===== src/rtl/uart_tx_fifo_reader.sv =====
// UART 8N1 transmitter draining a show-ahead FIFO, one pop per frame.
// Define UART_TX_PARITY_EN to insert an even-parity bit before stop.
module uart_tx_fifo_reader #(
  parameter int unsigned CLKS_PER_BIT = 217
) (
  input  logic       i_clk,
  input  logic       i_rst_n,
  input  logic       i_fifo_not_empty,
  input  logic [7:0] i_fifo_rd_data,
  output logic       o_fifo_rd_en,
  output logic       o_tx_serial,
  output logic       o_tx_active,
  output logic       o_tx_done
);

  localparam int unsigned CW = $clog2(CLKS_PER_BIT);
  localparam logic [CW-1:0] CNT_LAST = CW'(CLKS_PER_BIT - 1);

  typedef enum logic [2:0] {
    IDLE   = 3'd0,
    START  = 3'd1,
    DATA   = 3'd2,
`ifdef UART_TX_PARITY_EN
    PARITY = 3'd4,
`endif
    STOP   = 3'd3
  } state_t;

  state_t        state_q, state_d;
  logic [CW-1:0] cnt_q, cnt_d;
  logic [2:0]    bit_q, bit_d;
  logic [7:0]    shift_q, shift_d;
  logic          line_q, line_d;
  logic          active_q, active_d;
  logic          done_q, done_d;
  logic          rd_en;
  logic          bit_end;
`ifdef UART_TX_PARITY_EN
  logic          par_q, par_d;
`endif

  assign bit_end = (cnt_q == CNT_LAST);

  // Next state, counters and the registered line/status values
  always_comb begin
    state_d  = state_q;
    cnt_d    = cnt_q;
    bit_d    = bit_q;
    shift_d  = shift_q;
    rd_en    = 1'b0;
    line_d   = 1'b1;
    active_d = 1'b1;
    done_d   = 1'b0;
`ifdef UART_TX_PARITY_EN
    par_d    = par_q;
`endif
    unique case (state_q)
      IDLE: begin
        if (i_fifo_not_empty) begin
          rd_en   = 1'b1;
          shift_d = i_fifo_rd_data;
`ifdef UART_TX_PARITY_EN
          par_d   = ^i_fifo_rd_data;
`endif
          cnt_d   = '0;
          state_d = START;
        end
      end
      START: begin
        if (bit_end) begin
          cnt_d   = '0;
          bit_d   = 3'd0;
          state_d = DATA;
        end else begin
          cnt_d = cnt_q + CW'(1);
        end
      end
      DATA: begin
        if (bit_end) begin
          cnt_d = '0;
          if (bit_q == 3'd7) begin
`ifdef UART_TX_PARITY_EN
            state_d = PARITY;
`else
            state_d = STOP;
`endif
          end else begin
            bit_d = bit_q + 3'd1;
          end
        end else begin
          cnt_d = cnt_q + CW'(1);
        end
      end
`ifdef UART_TX_PARITY_EN
      PARITY: begin
        if (bit_end) begin
          cnt_d   = '0;
          state_d = STOP;
        end else begin
          cnt_d = cnt_q + CW'(1);
        end
      end
`endif
      STOP: begin
        if (bit_end) begin
          cnt_d   = '0;
          state_d = IDLE;
        end else begin
          cnt_d = cnt_q + CW'(1);
        end
      end
      default: begin
        cnt_d   = '0;
        state_d = IDLE;
      end
    endcase

    case (state_d)
      IDLE:   active_d = 1'b0;
      START:  line_d   = 1'b0;
      DATA:   line_d   = shift_d[bit_d];
`ifdef UART_TX_PARITY_EN
      PARITY: line_d   = par_d;
`endif
      default: line_d  = 1'b1;
    endcase
    done_d = (state_d == STOP) && (cnt_d == CNT_LAST);
  end

  // State and datapath registers; reset forces the line idle at once
  always_ff @(posedge i_clk or negedge i_rst_n) begin
    if (!i_rst_n) begin
      state_q  <= IDLE;
      cnt_q    <= '0;
      bit_q    <= 3'd0;
      shift_q  <= 8'd0;
      line_q   <= 1'b1;
      active_q <= 1'b0;
      done_q   <= 1'b0;
`ifdef UART_TX_PARITY_EN
      par_q    <= 1'b0;
`endif
    end else begin
      state_q  <= state_d;
      cnt_q    <= cnt_d;
      bit_q    <= bit_d;
      shift_q  <= shift_d;
      line_q   <= line_d;
      active_q <= active_d;
      done_q   <= done_d;
`ifdef UART_TX_PARITY_EN
      par_q    <= par_d;
`endif
    end
  end

  assign o_fifo_rd_en = rd_en;
  assign o_tx_serial  = line_q;
  assign o_tx_active  = active_q;
  assign o_tx_done    = done_q;

endmodule

===== config.mk =====
export PLATFORM = sky130hd
export DESIGN_NAME = uart_tx_fifo_reader
export DESIGN_NICKNAME = d
export VERILOG_FILES = /design/src/rtl/uart_tx_fifo_reader.sv
export SDC_FILE = /design/constraint.sdc
export NUM_CORES = 1
export LEC_CHECK = 0
export BUFFER_PORTS_ARGS = -buffer_cell sky130_fd_sc_hd__buf_2
export CORE_MARGIN = 4
export CORE_UTILIZATION = 35
export CTS_BUF_LIST = sky130_fd_sc_hd__clkbuf_4 sky130_fd_sc_hd__clkbuf_8 sky130_fd_sc_hd__clkbuf_16
export CTS_CLUSTER_DIAMETER = 30
export DETAILED_ROUTE_END_ITERATION = 8
export PLACE_DENSITY = 0.54
export REMOVE_ABC_BUFFERS = 1
export SLEW_MARGIN = 15
export SYNTH_ARGS = -nofsm -noshare
export SYNTH_HDL_FRONTEND = slang
export SYNTH_SLANG_ARGS = --single-unit

===== constraint.sdc =====
create_clock -name i_clk -period 3 [get_ports i_clk]
set_input_delay 0.75 -clock i_clk [delete_from_list [all_inputs] [get_ports i_clk]]
set_output_delay 0.75 -clock i_clk [all_outputs]
set_load 0.01 [all_outputs]

== After elaboration in Yosys (flattened, before gate mapping) ==
Cells that the tools add are included.
Widths: inputs -> output; s select.
Word-level totals
  bits in registers: 25
  input port bits: 11
  output and inout bits: 4
  logic and storage cells: 44
Cells by class
  add/sub/neg operators: 2
  $lt $le $gt $ge: 1
  equality and inequality tests: 9
  muxes and demuxes: 21
  reduce and logical (&&, ||, !) cells: 4
Operators with widths (count)
  $mux 8: 4
  $mux 3: 8
  $eq 8x8->1 const B: 2
  $pmux 8 s2: 1
  $eq 3x2->1 const B: 4
  $pmux 3 s4: 1
  $add 8x1->8 const B: 1
  $eq 3x1->1 const B: 2
  $logic_not 3->1: 2
  $pmux 3 s2: 1
  $lt 3x4->1 const B: 1
  $mux 1: 4
  $add 3x1->3 const B: 1
  $bmux 1 s3: 1
  $eq 3x3->1 const B: 1
  $reduce_or 3->1: 1
  $pmux 1 s2: 1
  $logic_and 1x1->1: 1

== Logic depth before layout (Yosys ltp) ==
Gate-level depths: netlist of run 1.
  depth in word-level cells: 7
  depth in mapped cells: 9
  depth with buffers taken out: 8

== Worst setup path before layout of run 1 ==
Ideal clock, no wire load.
  kind: register to register
  from: reg cnt_q[0]
  to: reg line_q, in the netlist o_tx_serial
  setup time: 82 ps
  data arrival time: 2106 ps
  required time: 2918 ps
  setup slack: 811 ps
  stages on the path, launching flop included: 9
  buffers on the path: 0
  period minus slack after synthesis: 2189 ps
  cells stage by stage: dfrtp_1 inv_1 ha_1 nand4b_4 or4_1 a2111oi_2 a21bo_1 o22ai_2 a211oi_2
On the way
  word-level cells in the longest chain between the ends: 6
  elaborated cells between the ends (all ways): 13
  those cells by class: 3 x eq/ne; 10 x mux
RTL lines
  start: declaration: line 30  | logic [CW-1:0] cnt_q, cnt_d;
  start signal: assignment: line 145  | cnt_q <= cnt_d;
  $eq 8x8->1 *: line 42  | assign bit_end = (cnt_q == CNT_LAST);
  $mux 3 (on tied branches): line 79, 70
  $pmux 3 s2: line 57  | unique case (state_q)
  $bmux 1 s3: line 121  | DATA: line_d = shift_d[bit_d];
  $mux 1 (not written as such): line 121
  $pmux 1 s2 *: line 118  | case (state_d)
  via line_d: line 33  | logic line_q, line_d;
  end signal: assignment: line 148  | line_q <= line_d;
  end: declaration: line 33
The timed path passes the listed nets; every way through them passes the cells marked *. The select of a mux whose other input is x is not followed.

== Worst setup path after layout of run 1 ==
  from: reg cnt_q[0]
  to: reg done_q, in the netlist o_tx_done
On the way
  word-level cells in the longest chain between the ends: 5
  elaborated cells between the ends (all ways): 12
  those cells by class: 1 x add/sub; 3 x eq/ne; 7 x mux; 1 x reduce/logical
RTL lines
  $add 8x1->8 or $eq 8x8->1 (tied branches)
  $mux 8, or another cell as far along: line 70, 79, 105
  $pmux 8 s2 or $pmux 3 s4 (tied branches): line 57
  $eq 8x8->1 or $eq 3x2->1 (tied branches): line 127  | done_d = (state_d == STOP) && (cnt_d == CNT_LAST);
  $logic_and 1x1->1 *: line 127
  via done_d: line 35  | logic done_q, done_d;
  end signal: assignment: line 150  | done_q <= done_d;
  end: declaration: line 35
The timed path passes the listed nets; every way through them passes the cells marked *.

==> results of run 1 <==
-- metal layers --
metal / vias to the layer above / GRT usage / wire, um / part of all wire
li1: 554 / - / - / -
met1: 539 / 0.1816 / 1477 / 0.49
met2: 26 / 0.1871 / 1372 / 0.46
met3: 5 / 0.02355 / 107 / 0.036
met4: 0 / 0.04918 / 47 / 0.016
met5: - / 0 / 0 / 0
-- layout make-up --
cell class,instances,area [sq um]
sequential,25,626.9
inverter,12,45.04
clock buffer,4,48.80
tap,50,62.56
fill,389,2365
multi-input combinational,102,767.0
timing repair buffer,16,85.08
-- worst max-delay path by stage --
stage / cells after the start / to / slack [ns] / from
detailed placement: 8 / o_tx_done / 0.50 / cnt_q[0]
global route: 8 / o_tx_done / 0.05 / cnt_q[0]
floorplan: 4 / o_tx_serial / -0.13 / i_fifo_not_empty
CTS: 8 / o_tx_done / 0.47 / cnt_q[0]
global placement: 8 / o_tx_done / 0.63 / cnt_q[0]
finish: 8 / o_tx_done / 0.47 / cnt_q[0]
-- through the flow --
stage          setup WS (ns)  TNS [ns]
2_1_floorplan        -0.1347   -0.1347
3_3_place_gp          0.6337         0
3_5_place_dp          0.4954         0
4_1_cts               0.4748         0
5_1_grt              0.04824         0
6_report              0.4686         0
-- registers in the layout, indices dropped and copies added, names as in the netlist --
signal	cells
state_q	3
o_tx_serial	1
cnt_q	8
bit_q	3
o_tx_active	1
shift_q	8
o_tx_done	1
-- kinds of logic after synthesis --
logic type,count (synthesis)
compound gates,33
xor+xnor,3
fa+ha+maj,3
buf+inv,17
flops,25
mux,11
other cells,1
simple gates,51
-- cell usage after synthesis (2+ instances only) --
master / instances
dfrtp_1: 24
nand2_1: 15
inv_1: 11
o21ai_0: 11
nor2_1: 7
mux2_2: 6
nand3_1: 6
buf_2: 4
mux2i_1: 4
nor3_1: 4
a21oi_1: 3
ha_1: 3
nand4_1: 3
xnor2_1: 3
a2111oi_2: 2
a21o_1: 2
nor2b_1: 2
o221ai_1: 2
o31ai_1: 2
-- cell usage in the layout (no fill, tap or decap), types with 2 or more instances in the layout --
cell type,synthesis,layout
nand2_1,15,15
clkbuf_8,0,3
o31ai_1,2,2
dfrtp_1,24,24
buf_4,0,2
a21oi_1,3,3
mux2i_1,4,4
a21o_1,2,2
nor2b_1,2,2
o21ai_0,11,11
o221ai_1,2,2
inv_1,11,11
nor2_1,7,7
nand4_1,3,3
nand3_1,6,6
buf_2,4,14
a2111oi_2,2,2
nor3_1,4,4
xnor2_1,3,3
mux2_2,6,6
ha_1,3,3
-- report_power, final --
group	internal [mW]	switching [mW]
logic	0.0435	0.0463
clock network	0.104	0.109
registers	0.363	0.0157
total	0.511	0.171
==> reports/metrics.yaml, run 1 <==
pin_count: 15
synthSimpleGateAreaFrac: 0.2131
clock_sinks: 25
numCtsBuffers: 3
crit_family: "compound AO/OA/AOI/OAI gates"
drtIter0Drc: 100
ys_warn_count: 0
peakVddDrop_v: 0.0001687
required_ns: 3.16
viasPerCell: 5.378
ys.flop_type: "dfrtp_1"
synthArstFlopShare: 1.000
clk_latency_ns: 0.27
dpl_cell_area_sq_um: 1587
ant_nets: 0
min_path_type: "input pin to asynchronous set/reset pin"
place_congestion: 0.8134
hpwl_um: 2190
synth-edff-count: 0
initial_core_util: 0.3641
tightestPinTransition_ns: 0.9650
fin_nets: 174
clk_pin_slew_ns: 0.09
ys_types: 49
synthAdderAreaFrac: 0.02577
fin_crit_sh: 0.8438
path_class: "flip-flop to flip-flop"
power.leakage_nw: 0.7146
syn_inst: 144
root_buffer: "clkbuf_8"
slew_viol_final: 0
syn_avg_cell_area_sq_um: 10.11
grt_max_degree: 26
grt_setup_unrepaired: "no"
port_buffers: 14
critPathArrivalTime_ns: 2.69
drc: 0
holdBufCountCts: 0
worstPathMaxFanout: 14
cpPeakStageDelay_ns: 0.80
synth-seq-area-share: 0.4304
cts_tree: "done"
syn2layout_area_growth_pct: 12.29
finalClockSkew_ns: 0.002505
status: "complete, no violations"
synth.ff_latch_count: 25
grtUsageTotal: 0.1261
rr_endpoint: "o_tx_done"
final-instance-count-excl-fill: 209
finalWirelength_um: 3004
wl_per_cell_um: 14.37
cp_slowest_cell: "o221ai_1"
yosys-top-cells-area: "dfrtp_1 (41%), mux2_2 (4.6%), nand2_1 (3.9%)"
die-area_sq_um: 5257
worst_setup_path_start_kind: "flip-flop"
dp.cells: 205
drv_cap: 0
netlist_area_sq_um: 1456
grt_overflow: 0
holdWs_ns: 0.4625
synth_compound_area_frac: 0.1735
clock_path_buffers: 2
path_buf_inv: 1
antenna_found_initial: 0
synth_top_family_by_area: "simple AND/OR/NAND/NOR gates"
fin_crit_ns: 2.531
r2r-start: "cnt_q[0]"
final_util: 0.4088
h-tree-depth: 1
post-cts-setup-buffers: 0
r2r_slack_ns: 0.47
die_x_um: 72.51
stdcell_area_sq_um: 1635
timing.fmax_mhz: 395.0
cp-end-kind: "flip-flop"
setup_viol: 0
p_total_mw: 0.6824
hold_viol: 0
die_h_um: 72.51
insertedDiodeCount: 0
dr.pass1.iters: 4
grt_pass1_wl_um: 5195
yosys.area.top_type: "dfrtp_1"
synth_top_area_share: 0.4124
power-per-cell-area_nw_per_um2: 417.3
muxShareOfSynthArea: 0.08935
reg2regPathDepth: 8
fp-row-count: 23
crit_chain: "inv_1 > ha_1 > nand4b_4 > o221ai_1 > a31oi_1 > o21ai_0 > nand3_1 > nor4bb_1"
core_area_sq_um: 4000
slew_headroom: 0.3567
vias: 1124
yosys.area_share.xor_xnor: 0.01804
grt_pass1_vias: 1115
cts_resized: 0
drive_gt1_frac: 0.2579
Note: power is estimated with default switching activity, not from simulation.
==> inputs of run 2 (changes only) <==
- PLACE_DENSITY: 0.54 -> 0.56
- clock period: 3 -> 2.1 ns (I/O delays scaled with it)
==> reports/metrics.yaml, run 2 (synthesis results as in run 1) <==
status: "complete, but fails checks"
violations: "setup timing"
setup_tns_ns: -0.02287  # -0.02287 ns
rr_endpoint: "o_tx_serial"
required_ns: 2.31  # -0.85 ns
drive_gt1_frac: 0.4022  # +0.1444
core_area_sq_um: 4000  # unchanged
path_class: "flip-flop to flip-flop"
grtUsageMet3: 0.02216  # -0.001385
final-instance-count-excl-fill: 229  # +9.6%
crit_chain: "inv_2 > ha_4 > nand4b_4 > or4_4 > a2111oi_4 > a21bo_1 > o22ai_2 > a211oi_2"
timing.fmax_mhz: 471.1  # +19%
dp.cells: 222  # +8.3%
min_path_type: "input pin to asynchronous set/reset pin"
finalWirelength_um: 3296  # +9.7%
dpl_cell_area_sq_um: 1714  # +8.0%
setup_viol: 1  # +1
clk_pin_slew_ns: 0.09  # about the same
worst_setup_path_start_kind: "flip-flop"
stdcell_area_sq_um: 1858  # +14%
grt_overflow: 0  # unchanged
r2r-start: "cnt_q[1]"
initial_core_util: 0.3641  # unchanged
drc: 0  # unchanged
grt_pass1_vias: 1195  # +7.2%
layout_common_cells: "dfrtp_1 (23), buf_4 (22), nand2_1 (14), buf_2 (14), inv_1 (9)"
fin_crit_ns: 2.123  # -0.4086 ns
tightestPinTransition_ns: 0.5741  # -0.3909 ns
finalClockSkew_ns: 0.004508  # +0.002003 ns
reg2regPathDepth: 8  # unchanged
path_buf_inv: 1  # unchanged
cp_slowest_cell: "or4_4"
fin_nets: 194  # +11%
setup_slack_ns: -0.02287  # -0.4914 ns
crit_family: "compound AO/OA/AOI/OAI gates"
fin_crit_sh: 1.011  # +0.1671
power-per-cell-area_nw_per_um2: 528.8  # +27%
wl_per_cell_um: 14.39  # +0.14%
grtUsageTotal: 0.1345  # +0.008330
worstPathMaxFanout: 4  # -10
cp-end-kind: "flip-flop"
cpPeakStageDelay_ns: 0.52  # -0.28 ns
grt_max_degree: 26  # unchanged
port_buffers: 14  # unchanged
holdBufCountCts: 0  # unchanged
h-tree-depth: 1  # unchanged
cts_tree: "done"
die_h_um: 72.51  # unchanged
layout_commonest_cell: "dfrtp_1"
antenna_found_initial: 0  # unchanged
hpwl_um: 2462  # +12%
die_x_um: 72.51  # unchanged
peakVddDrop_v: 0.0002222  # +32%
top_regs: "cnt_q x8, shift_q x8"
syn2layout_area_growth_pct: 27.58
holdWs_ns: 0.2382  # -0.2243 ns
clock_path_buffers: 2  # unchanged
viasPerCell: 5.205  # -3.2%
place_congestion: 0.8446  # +3.8%
die-area_sq_um: 5257  # unchanged
fillers: 377  # -3.1%
p_total_mw: 0.9825  # +44%
hold_viol: 0  # unchanged
numCtsBuffers: 3  # unchanged
drv_cap: 0  # unchanged
root_buffer: "clkbuf_8"
clk_latency_ns: 0.27  # about the same
vias: 1192  # +6.0%
met2_usage: 0.2235  # +0.03640
dr.pass1.iters: 4  # unchanged
slew_viol_final: 0  # unchanged
pin_count: 15  # unchanged
grt_setup_unrepaired: "yes"
grt_pass1_wl_um: 5582  # +7.4%
power.leakage_nw: 0.8170  # +14%
drtIter0Drc: 40  # -60%
top_usage_layer: "met2"
fp-row-count: 23  # unchanged
ant_nets: 0  # unchanged
clock_sinks: 25  # unchanged
grt_util_met1: 0.1735  # -0.008121
slew_headroom: 0.6172  # +0.2606
r2r_slack_ns: -0.02  # -0.49 ns
insertedDiodeCount: 0  # unchanged
critPathArrivalTime_ns: 2.33  # -0.36 ns
run 2: where the power goes:
| group | switching, mW | internal (mW) |
|---|---|---|
| Combinational | 0.0842 | 0.0742 |
| Clock | 0.158 | 0.133 |
| Sequential | 0.0142 | 0.519 |
| Total | 0.256 | 0.726 |
run 2: per-stage QoR:
step	setup WS [ns]	util
global placement	-0.1026	0.4285
global route	-0.1016	0.4645
floorplan	-0.8784	-
finish	-0.02287	0.4645
CTS	-0.01317	0.4510
detailed placement	-0.1102	0.4285
run 2: final cells by class:
type	instances	area [sq um]	area share
Multi-Input combinational cell	102	840.8	0.4525
Sequential cell	25	628.1	0.3380
Timing Repair Buffer	36	235.2	0.1266
Tap cell	50	62.56	0.03367
Inverter	12	45.04	0.02424
Clock buffer	3	41.29	0.02222
Clock inverter	1	5.005	0.002694
run 2: worst max path at each step:
stage,startpoint,slack [ns],cells after the start,end
floorplan,state_q[0],-0.88,4,o_tx_serial
global placement,bit_q[1],-0.10,7,o_tx_serial
detailed placement,bit_q[0],-0.11,7,o_tx_serial
CTS,cnt_q[1],-0.01,8,o_tx_serial
global route,cnt_q[1],-0.10,8,o_tx_serial
finish,cnt_q[1],-0.02,8,o_tx_serial
run 2: routing by layer:
layer  vias up  part of all wire
met5         -                 0
met3         6             0.020
met4         0             0.013
met2        11              0.50
met1       580              0.46
li1        595                 -
run 2: repair_timing:
item,CTS,global route
buffers inserted,1,2
setup endpoints to repair,1,3
pin swaps,3,4
resized for setup,6,12
==> inputs of run 3 (changes only) <==
==> constraint.sdc (replaced) <==
create_clock -name i_clk -period 2.1 [get_ports i_clk]
set_input_delay 0.42 -clock i_clk [delete_from_list [all_inputs] [get_ports i_clk]]
set_output_delay 0.42 -clock i_clk [all_outputs]
set_load 0.01 [all_outputs]
==> reports/metrics.yaml, run 3 (synthesis results as in run 1) <==
status: "complete, but fails checks"
violations: "setup timing"
hold_viol: 0  # unchanged
required_ns: 2.31  # about the same
fin_crit_ns: 2.123  # +0.00005010 ns
grt_setup_unrepaired: "yes"
drc: 0  # unchanged
stdcell_area_sq_um: 1857  # about the same
dr.pass1.iters: 4  # unchanged
dpl_cell_area_sq_um: 1714  # unchanged
clk_pin_slew_ns: 0.09  # about the same
seqCellArea_sq_um: 626.9  # -0.20%
grt_pass1_vias: 1195  # unchanged
place_congestion: 0.8446  # unchanged
worst_setup_path_start_kind: "flip-flop"
top_regs: "cnt_q x8, shift_q x8"
finalClockSkew_ns: 0.004529  # +0.00002104 ns
fin_nets: 194  # unchanged
clock_sinks: 25  # unchanged
crit_family: "compound AO/OA/AOI/OAI gates"
timing.fmax_mhz: 471.1  # about the same
tightestPinTransition_ns: 0.5702  # -0.003891 ns
viasPerCell: 5.210  # about the same
fin_crit_sh: 1.011  # about the same
vias: 1193  # +0.084%
clock_path_buffers: 2  # unchanged
power-per-cell-area_nw_per_um2: 529.1  # about the same
worstPathMaxFanout: 4  # unchanged
crit_chain: "inv_2 > ha_4 > nand4b_4 > or4_4 > a2111oi_4 > a21bo_1 > o22ai_2 > a211oi_2"
h-tree-depth: 1  # unchanged
power.leakage_nw: 0.8187  # +0.21%
finalWirelength_um: 3289  # -0.21%
peakVddDrop_v: 0.0002222  # about the same
grt_max_degree: 26  # unchanged
min_path_type: "input pin to asynchronous set/reset pin"
pin_count: 15  # unchanged
cpPeakStageDelay_ns: 0.52  # about the same
die-area_sq_um: 5257  # unchanged
core_area_sq_um: 4000  # unchanged
initial_core_util: 0.3641  # unchanged
die_h_um: 72.51  # unchanged
drv_cap: 0  # unchanged
layout_commonest_cell: "dfrtp_1"
cp-end-kind: "flip-flop"
holdWs_ns: 0.1320  # -0.1062 ns
insertedDiodeCount: 0  # unchanged
slew_headroom: 0.6198  # +0.002594
root_buffer: "clkbuf_8"
drtIter0Drc: 40  # unchanged
pre_cts_slack_ns: -0.1102  # unchanged
hpwl_um: 2462  # unchanged
path_buf_inv: 1  # unchanged
final_util: 0.4642  # about the same
setup_slack_ns: -0.02292  # -0.00005010 ns
grt_pass1_wl_um: 5582  # unchanged
fp-row-count: 23  # unchanged
slew_viol_final: 0  # unchanged
setup_viol: 1  # unchanged
drive_gt1_frac: 0.3966  # -0.005587
antenna_found_initial: 0  # unchanged
fillers: 375  # -0.53%
clk_latency_ns: 0.27  # about the same
critPathArrivalTime_ns: 2.33  # about the same
setup_tns_ns: -0.02292  # -0.00005010 ns
layout_common_cells: "dfrtp_1 (24), buf_4 (22), nand2_1 (14), buf_2 (14), inv_1 (9)"
ant_nets: 0  # unchanged
syn2layout_area_growth_pct: 27.49  # about the same
wl_per_cell_um: 14.36  # -0.21%
cp_slowest_cell: "or4_4"
port_buffers: 14  # unchanged
multi_input_area_sq_um: 840.8  # unchanged
cts_tree: "done"
numCtsBuffers: 3  # unchanged
grtUsageTotal: 0.1345  # unchanged
path_class: "flip-flop to flip-flop"
die_x_um: 72.51  # unchanged
grt_overflow: 0  # unchanged
holdBufCountCts: 0  # unchanged
-- run 3: changes by cell type in the layout (fill, tap and decap cells not counted) --
cell / delta
dfrtp_1: +1
dfrtp_2: -1
-- run 3: area by class of cell --
type / instances / share of cell area
multi-input cells: 102 / 0.4528
flip-flops and latches: 25 / 0.3376
well taps: 50 / 0.03369
inverters: 12 / 0.02426
clock inverters: 1 / 0.002695
clock buffers: 3 / 0.02224
repair buffers: 36 / 0.1267
-- run 3: metal layers --
| metal | up-vias | wire, um | global-route usage |
|---|---|---|---|
| met5 | - | 0 | 0 |
| met4 | 0 | 44 | 0.05533 |
| met3 | 6 | 65 | 0.02216 |
| met2 | 11 | 1663 | 0.2235 |
| met1 | 581 | 1516 | 0.1735 |
| li1 | 595 | - | - |
-- run 3: repair_timing --
item | CTS | global route
setup buffers | 1 | 2
resized for setup | 6 | 11
pin swaps | 3 | 4
endpoints found under the setup margin | 1 | 2
-- run 3: final timing paths --
check / startpoint / endpoint / slack, ns / depth (start not counted)
setup / recovery: cnt_q[1] / o_tx_serial / -0.02 / 8
hold / removal: i_rst_n / shift_q[4] / 0.13 / 1
setup reg to reg: cnt_q[1] / o_tx_serial / -0.02 / 8
hold reg to reg: shift_q[2] / shift_q[2] / 0.49 / 2
max in group asynchronous: i_rst_n / o_tx_done / 1.59 / 1
min in group i_clk: i_fifo_rd_data[2] / shift_q[2] / 0.38 / 3
-- run 3: report_power, final --
part,total (mW),leakage (nW),internal [mW],switching [mW]
clock network,0.291,0.0255,0.133,0.158
registers,0.533,0.317,0.519,0.0142
logic,0.158,0.476,0.0742,0.0842
total,0.982,0.819,0.726,0.256
-- run 3: per-stage QoR --
step | instances | power, mW
6_report | 229 | 0.9824
5_1_grt | 229 | 1.029
4_1_cts | 227 | 0.9866
3_5_place_dp | 222 | 0.6939
3_3_place_gp | 222 | 0.6883
2_1_floorplan | 139 | 0.6318
